===== src/rtl/vx_mem_tag_remap_pkg.sv =====
// Shared cache typing: remapped memory-tag widths for the tag-compression stage.
// Latency: n/a (types, constants and helpers only).
// Backpressure: n/a.
`ifndef CLOG2
`define CLOG2(x) $clog2(x)
`endif
`ifndef CACHE_REMAP_TAG_WIDTH
`define CACHE_REMAP_TAG_WIDTH(entries) `CLOG2(entries)
`endif

package vx_mem_tag_remap_pkg;

   // Outstanding-tag depth of the remap stage in front of each cache level's memory port.
   localparam int L2_MEM_REMAP_ENTRIES = 16;
   localparam int L3_MEM_REMAP_ENTRIES = 32;

   // Downstream tag widths now depend only on the remap depth, not on upstream tag width.
   localparam int L2_MEM_REMAP_TAG_WIDTH = `CACHE_REMAP_TAG_WIDTH(L2_MEM_REMAP_ENTRIES);
   localparam int L3_MEM_REMAP_TAG_WIDTH = `CACHE_REMAP_TAG_WIDTH(L3_MEM_REMAP_ENTRIES);

   // Index width needed to name every entry of a remap table.
   function automatic int remap_tag_width(input int entries);
      return $clog2(entries);
   endfunction

endpackage


===== src/rtl/vx_tag_table.sv =====
// One channel's tag table: allocates the lowest free index per request, restores the wide tag per response.
// Latency: 0 cycles both directions; allocation/free take effect at the next clock edge.
// Backpressure: allocating requests stall when every entry is busy; responses to free entries are sunk.
module vx_tag_table
   import vx_mem_tag_remap_pkg::*;
#(
   parameter  int NUM_ENTRIES   = 8,
   parameter  int TAG_IN_WIDTH  = 16,
   parameter  int WRITE_NO_RSP  = 1,
   localparam int TAG_OUT_WIDTH = remap_tag_width(NUM_ENTRIES),
   localparam int PEND_WIDTH    = TAG_OUT_WIDTH + 1
) (
   input  logic                     clk,
   input  logic                     reset,
   input  logic                     req_valid,
   input  logic                     req_rw,
   input  logic [TAG_IN_WIDTH-1:0]  req_tag,
   output logic                     req_ready,
   output logic                     mem_valid,
   output logic [TAG_OUT_WIDTH-1:0] mem_tag,
   input  logic                     mem_ready,
   input  logic                     rsp_valid,
   input  logic [TAG_OUT_WIDTH-1:0] rsp_idx,
   output logic                     rsp_ready,
   output logic                     core_valid,
   output logic [TAG_IN_WIDTH-1:0]  core_tag,
   input  logic                     core_ready,
   output logic [PEND_WIDTH-1:0]    pending,
   output logic                     tag_err
);

   logic [NUM_ENTRIES-1:0]   busy;
   logic [TAG_IN_WIDTH-1:0]  tag_mem [NUM_ENTRIES];
   logic [TAG_OUT_WIDTH-1:0] free_idx;
   logic [NUM_ENTRIES-1:0]   alloc_mask;
   logic [NUM_ENTRIES-1:0]   free_mask;
   logic full, alloc_needed, grant, alloc_fire, rsp_hit, free_fire;

   // Priority encoder: lowest-index free entry (0 when the table is full).
   always_comb begin
      free_idx = '0;
      for (int i = NUM_ENTRIES - 1; i >= 0; i--) begin
         if (!busy[i]) free_idx = TAG_OUT_WIDTH'(i);
      end
   end

   assign full         = &busy;
   assign alloc_needed = !((WRITE_NO_RSP != 0) && req_rw);
   assign grant        = !alloc_needed || !full;
   assign req_ready    = mem_ready && grant;
   assign mem_valid    = req_valid && grant;
   assign mem_tag      = alloc_needed ? free_idx : '0;
   assign alloc_fire   = req_valid && mem_ready && alloc_needed && !full;

   // A response naming a free entry is swallowed here so it cannot wedge the memory side.
   assign rsp_hit    = busy[rsp_idx];
   assign core_valid = rsp_valid && rsp_hit;
   assign rsp_ready  = rsp_hit ? core_ready : 1'b1;
   assign core_tag   = tag_mem[rsp_idx];
   assign free_fire  = core_valid && core_ready;

   assign alloc_mask = NUM_ENTRIES'(alloc_fire) << free_idx;
   assign free_mask  = NUM_ENTRIES'(free_fire) << rsp_idx;

   // Occupancy state: busy bits, live-entry count and sticky tag error.
   always_ff @(posedge clk or posedge reset) begin
      if (reset) begin
         busy    <= '0;
         pending <= '0;
         tag_err <= 1'b0;
      end else begin
         busy <= (busy | alloc_mask) & ~free_mask;
         case ({alloc_fire, free_fire})
            2'b10:   pending <= pending + PEND_WIDTH'(1);
            2'b01:   pending <= pending - PEND_WIDTH'(1);
            default: pending <= pending;
         endcase
         if (rsp_valid && !rsp_hit) tag_err <= 1'b1;
      end
   end

   // Tag storage: written at the fire edge into the index granted that cycle; contents need no reset.
   always_ff @(posedge clk) begin
      if (alloc_fire) tag_mem[free_idx] <= req_tag;
   end

endmodule


===== src/rtl/vx_mem_tag_remap.sv =====
// Memory-port tag compressor: wide core tags become narrow per-channel table indices and back.
// Latency: 0 cycles on request and response paths.
// Backpressure: per channel; allocating requests stall on a full table, writes without response pass.
module vx_mem_tag_remap
   import vx_mem_tag_remap_pkg::*;
#(
   parameter  int NUM_CHANNELS  = 1,
   parameter  int NUM_ENTRIES   = 8,
   parameter  int TAG_IN_WIDTH  = 16,
   parameter  int REQ_DATAW     = 64,
   parameter  int RSP_DATAW     = 64,
   parameter  int WRITE_NO_RSP  = 1,
   localparam int TAG_OUT_WIDTH = remap_tag_width(NUM_ENTRIES),
   localparam int PEND_WIDTH    = TAG_OUT_WIDTH + 1
) (
   input  logic                                  clk,
   input  logic                                  reset,
   input  logic [NUM_CHANNELS-1:0]               core_req_valid,
   input  logic [NUM_CHANNELS-1:0]               core_req_rw,
   input  logic [NUM_CHANNELS*REQ_DATAW-1:0]     core_req_data,
   input  logic [NUM_CHANNELS*TAG_IN_WIDTH-1:0]  core_req_tag,
   output logic [NUM_CHANNELS-1:0]               core_req_ready,
   output logic [NUM_CHANNELS-1:0]               mem_req_valid,
   output logic [NUM_CHANNELS-1:0]               mem_req_rw,
   output logic [NUM_CHANNELS*REQ_DATAW-1:0]     mem_req_data,
   output logic [NUM_CHANNELS*TAG_OUT_WIDTH-1:0] mem_req_tag,
   input  logic [NUM_CHANNELS-1:0]               mem_req_ready,
   input  logic [NUM_CHANNELS-1:0]               mem_rsp_valid,
   input  logic [NUM_CHANNELS*RSP_DATAW-1:0]     mem_rsp_data,
   input  logic [NUM_CHANNELS*TAG_OUT_WIDTH-1:0] mem_rsp_tag,
   output logic [NUM_CHANNELS-1:0]               mem_rsp_ready,
   output logic [NUM_CHANNELS-1:0]               core_rsp_valid,
   output logic [NUM_CHANNELS*RSP_DATAW-1:0]     core_rsp_data,
   output logic [NUM_CHANNELS*TAG_IN_WIDTH-1:0]  core_rsp_tag,
   input  logic [NUM_CHANNELS-1:0]               core_rsp_ready,
   output logic [NUM_CHANNELS*PEND_WIDTH-1:0]    pending,
   output logic [NUM_CHANNELS-1:0]               tag_err
);

   // Payloads and the rw bit are untouched; only tags are rewritten.
   assign mem_req_rw    = core_req_rw;
   assign mem_req_data  = core_req_data;
   assign core_rsp_data = mem_rsp_data;

   for (genvar c = 0; c < NUM_CHANNELS; c++) begin : g_ch
      vx_tag_table #(
         .NUM_ENTRIES  (NUM_ENTRIES),
         .TAG_IN_WIDTH (TAG_IN_WIDTH),
         .WRITE_NO_RSP (WRITE_NO_RSP)
      ) u_table (
         .clk        (clk),
         .reset      (reset),
         .req_valid  (core_req_valid[c]),
         .req_rw     (core_req_rw[c]),
         .req_tag    (core_req_tag[c*TAG_IN_WIDTH +: TAG_IN_WIDTH]),
         .req_ready  (core_req_ready[c]),
         .mem_valid  (mem_req_valid[c]),
         .mem_tag    (mem_req_tag[c*TAG_OUT_WIDTH +: TAG_OUT_WIDTH]),
         .mem_ready  (mem_req_ready[c]),
         .rsp_valid  (mem_rsp_valid[c]),
         .rsp_idx    (mem_rsp_tag[c*TAG_OUT_WIDTH +: TAG_OUT_WIDTH]),
         .rsp_ready  (mem_rsp_ready[c]),
         .core_valid (core_rsp_valid[c]),
         .core_tag   (core_rsp_tag[c*TAG_IN_WIDTH +: TAG_IN_WIDTH]),
         .core_ready (core_rsp_ready[c]),
         .pending    (pending[c*PEND_WIDTH +: PEND_WIDTH]),
         .tag_err    (tag_err[c])
      );
   end

endmodule

===== config.mk =====
export PLATFORM = sky130hd
export DESIGN_NAME = vx_mem_tag_remap
export DESIGN_NICKNAME = d
export VERILOG_FILES = /design/src/rtl/vx_mem_tag_remap_pkg.sv /design/src/rtl/vx_tag_table.sv /design/src/rtl/vx_mem_tag_remap.sv
export SDC_FILE = /design/constraint.sdc
export NUM_CORES = 1
export LEC_CHECK = 0
export BUFFER_PORTS_ARGS = -buffer_cell sky130_fd_sc_hd__buf_2
export CORE_ASPECT_RATIO = 2
export CORE_MARGIN = 2
export CORE_UTILIZATION = 35
export CTS_CLUSTER_DIAMETER = 50
export DETAILED_ROUTE_END_ITERATION = 16
export MAX_ROUTING_LAYER = met4
export PLACE_DENSITY = 0.64
export SETUP_SLACK_MARGIN = 0.2
export SLEW_MARGIN = 20
export SYNTH_ARGS = -nofsm -noshare
export SYNTH_HDL_FRONTEND = slang
export SYNTH_SLANG_ARGS = --single-unit

===== constraint.sdc =====
create_clock -name clk -period 3.6 [get_ports clk]
set_input_delay 0.72 -clock clk [delete_from_list [all_inputs] [get_ports clk]]
set_output_delay 0.72 -clock clk [all_outputs]
set_load 0.02 [all_outputs]

Word-level counts from Yosys, hierarchy flattened --
Memory sizes are Yosys's and may differ from the RTL's. Cells that the tools add are included. Widths: inputs -> output; s select.
Cells by class: reductions and logical operators 14, equal/unequal tests 2, shift operators 2, magnitude comparators 1, multiplexer cells 15, add/sub/neg operators 2, bitwise logic cells 3
Operators by type and width (number):
- $mux 3 | 9
- $shl 1x3->8 | 2
- $and 8x8->8 | 1
- $logic_and 1x1->1 | 8
- $not 8->8 | 1
- $or 8x8->8 | 1
- $pmux 4 s2 | 1
- $reduce_and 8->1 | 1
- $add 4x1->4 const B | 1
- $lt 3x4->1 const B | 1
- $mux 1 | 4
- $sub 4x1->4 const B | 1
- $bmux 1 s3 | 1
- $logic_not 1->1 | 3
- $eq 2x1->1 const B | 1
- $eq 2x2->1 const B | 1
- $reduce_bool 2->1 | 1
- $logic_or 1x1->1 | 1
Word-level totals: bits in writable memories 128, bits in registers 13, word-level logic and storage cells 43, memories kept 1, input port bits 154, output and inout port bits 157
Memories:
- g_ch[0].u_table.tag_mem | words 8, bits a word 16, read ports 1, clocked after memory_dff 0, write ports 1, line vx_tag_table.sv:33 | logic [TAG_IN_WIDTH-1:0] tag_mem [NUM_ENTRIES];

Logic depth before layout (Yosys ltp) --
depth in word-level cells 11, gate-level depth with buffers 13, mapped depth without buffers 11

Cells and area by module --
A second synthesis with hierarchy kept.
Unflattened totals: cell total of the unflattened synthesis 415, area total of the unflattened synthesis 6668.9 µm²
Modules (own cells, without submodules):
- vx_tag_table | seq. area each 4169.0 µm², cells each 286, instances 1, area each 5700.5 µm²
- vx_mem_tag_remap | seq. area each 0.0 µm², cells each 129, instances 1, area each 968.4 µm²

Worst setup path after synthesis --
Ideal clock, no wire load.
path kind input to register, start point in core_req_rw, end point mem g_ch[0].u_table.tag_mem[5][0], enable pin, slack 384 ps, stages 2, library setup time 436 ps, arrival time 2780 ps, path buffers 0, required time 3164 ps, path through nand3b_1 nor4b_1
Between the ends: longest elaborated chain between the ends 5
Ends and longest elaborated chain:
- start: declaration | line vx_mem_tag_remap.sv:19 | input logic [NUM_CHANNELS-1:0] core_req_rw,
- $logic_not 1->1 | line vx_tag_table.sv:48 | assign alloc_needed = !((WRITE_NO_RSP != 0) && req_rw);
- $logic_and 1x1->1 (2 in series) | line vx_tag_table.sv:53 | assign alloc_fire = req_valid && mem_ready && alloc_needed && !full;
- $mux 1 | line vx_tag_table.sv:84 | if (alloc_fire) tag_mem[free_idx] <= req_tag;
- $mux 1 (implied by the code) | line vx_tag_table.sv:84
- end: declaration | line vx_tag_table.sv:33
Every way passes these cells.

Final worst setup path --
start point in mem_rsp_tag[0], end point out core_rsp_tag[10]
Between the ends: longest elaborated chain between the ends 1
Ends and longest elaborated chain:
- start: declaration | line vx_mem_tag_remap.sv:30 | input logic [NUM_CHANNELS*TAG_OUT_WIDTH-1:0] mem_rsp_tag,
- $mem_v2 8x16
- end: declaration | line vx_mem_tag_remap.sv:34 | output logic [NUM_CHANNELS*TAG_IN_WIDTH-1:0] core_rsp_tag,
Every way passes these cells.

==> flow_summary.toml <==
[outcome]
status = "finished, final reports clean"

[job]
maxCapViolCount = 0

[floorplanning]
die_w_um = 102.3
initial_utilization = 0.3525
ios = 311
die_y_um = 200.6
core_area_um2 = 19190
num_rows = 72
design.die.area_um2 = 20520

[cts]
tritoncts = "done"
clk_pin_slew_worst_paths_ns = 0.06
cts_setup_buffers = 0
worstSkewPairLatency_ns = 0.42
cts.sinks = 141
cts_buffers = 17
cts-resized-gates = 0
cts_root_buffer = "clkbuf_16"
cts_hold_buf = 0
h-tree-depth = 4
clockBufferDepth = 2

[sta]
finalCritPeriodShare = 0.8797
clock-skew-final_ns = 0.005065
slew_headroom = 0.5975
finalCriticalPeriod_ns = 3.167
tns_ns = 0
final_max_slew_viol_count = 0
rsz0062_at_grt = "no"
timing.hold.ws_ns = 0.3482
setup_viol = 0
fmax_ghz = 0.3158
worst_pin_slew_ns = 0.6038
hold_viol_final = 0

[pwr]
ir_drop_v = 0.0003203
fin_total_pwr_uw = 4414
power_leakage_uw = 0.002468
p_per_area_nw_per_um2 = 621.5

[grt]
first_global_vias = 3399
antenna_found_initial = 1
grt_max_degree = 28
grt_use_total = 0.1672
grt-ovfl-total = 0
grt_pass1_wl_um = 22790

[finish]
syn2layout_area_growth_pct = 5.013
drive_gt1_frac = 0.3404
nNetsFinal = 520
fill_cells = 1731
final_cell_mix = "edfxtp_1 (128), buf_2 (54), mux4_1 (22)"
final_common_cell = "edfxtp_1"
final_util = 0.3702

[drt]
viasPerCell = 4.989
drt_iter0_markers = 148
final_antenna_net_count = 0
drc = 0
firstDrtPassIters = 4
wl_um = 16190
drt-wirelength-per-cell_um = 25.45
vias = 3173

[worst_setup_path]
crit_fanout = 27
crit_arrival_ns = 2.45
critPathKind = "primary input to output pin"
required_ns = 2.88
cp-end-kind = "output pin"
start_kind = "primary input"

[yosys]
ys.flop_type = "edfxtp_1"
syn-cell-area_um2 = 6764
synth_cell_type_count = 37
syn_avg_cell_area_um2 = 16.03
synth.ff_latch_count = 141
ys_warn_count = 0
syn-num-nets = 579
async_reset_ff_frac = 0.09220
syn_inst = 422
yosysSeqAreaShare = 0.6164
synth_edf_count = 128

[hold_path]
min_path_type = "primary input to asynchronous set/reset pin"

[placed_design]
port_buffers = 54
dp_hpwl_um = 11830
gp_congestion = 0.9047
[Yosys cell counts, types with 3 or more instances]
master,count,area (um2)
a21oi_1,4,20.02
buf_1,4,15.01
buf_2,3,15.01
buf_4,130,975.9
dfrtp_1,13,325.3
edfxtp_1,128,3844
ha_1,3,37.54
inv_1,3,11.26
mux2_2,17,191.4
mux2i_1,4,40.04
mux4_1,22,578.1
mux4_2,10,225.2
nand2_1,8,30.03
nand2b_1,7,43.79
nand3_1,4,20.02
nand3b_1,3,22.52
nand4_1,4,25.02
nor2_1,13,48.80
nor3_1,4,20.02
nor3b_1,3,22.52
o21ai_0,11,55.05
xor2_1,3,26.28
[layer usage]
layer | GRT usage | wire (um) | up-vias
met1 | 0.1375 | 4683 | 1573
met4 | 0.1305 | 1164 | 0
li1 | - | - | 1347
met5 | - | 0 | -
met2 | 0.2512 | 7881 | 163
met3 | 0.1142 | 2459 | 90
[sequential cells by signal, summed over array words and instances, names as in the netlist]
register and flops:
g_ch.u_table.busy 8, g_ch.u_table.tag_mem 128, g_ch.u_table.tag_err 1, g_ch.u_table.pending 4
[cells by family (layout without fill, tap and decap cells)]
logic type,count (synthesis),after routing,synth area share
AOI/OAI and AO/OA,23,23,0.01998
xor gates and xnor gates,5,5,0.006475
adders and majority gates,3,3,0.005550
buffers and inverters,146,100,0.1593
DFF,141,141,0.6164
muxes,53,53,0.1530
other,0,1,0
and+or+nand+nor,51,51,0.03940
[final timing paths]
| path | startpoint | to | slack [ns] | cells past startpoint |
|---|---|---|---|---|
| setup / recovery | mem_rsp_tag[0] | core_rsp_tag[10] | 0.43 | 5 |
| hold / removal | reset | g_ch[0].u_table.pending[0]$_DFFE_PP0P_ | 0.35 | 2 |
| setup reg to reg | g_ch[0].u_table.busy[0]$_DFF_PP0_ | g_ch[0].u_table.pending[2]$_DFFE_PP0P_ | 1.17 | 9 |
| hold reg to reg | g_ch[0].u_table.pending[3]$_DFFE_PP0P_ | g_ch[0].u_table.pending[3]$_DFFE_PP0P_ | 0.47 | 1 |
| max in group asynchronous | reset | g_ch[0].u_table.busy[4]$_DFF_PP0_ | 2.87 | 2 |
| min in group clk | g_ch[0].u_table.pending[3]$_DFFE_PP0P_ | g_ch[0].u_table.pending[3]$_DFFE_PP0P_ | 0.47 | 1 |
[critical path, cell delays in order]
cell and delay [ns]:
buf_2 0.40, buf_12 0.27, mux4_1 0.57, mux2_2 0.29
buf_2 0.16
[where the power goes]
group | internal (uW) | total [uW] | leakage, uW | switching [uW]
combinational | 178 | 429 | 0.000831 | 251
clock | 1370 | 2020 | 0.000325 | 655
sequential | 1870 | 1960 | 0.00131 | 92.3
[stage by stage]
step	std cells	setup slack, ns	cell area, um2
2_1_floorplan	422	0.3836	6764
3_3_place_gp	603	0.4407	6409
5_1_grt	636	0.3565	7103
4_1_cts	635	0.4142	7101
3_5_place_dp	603	0.4152	6409
6_report	636	0.4330	7103
[final cells by class]
type                       count  area (um2)  area share
antenna                        1       2.502   0.0003523
clock buffer                  17       425.4     0.05989
clock inverter                15       266.5     0.03752
sequential                   141        4169      0.5869
inverter                       3       11.26    0.001585
tap                          259       324.1     0.04562
timing repair buffer          65       365.4     0.05144
multi-input combinational    135        1539      0.2167
(Power assumes the default switching activity.)
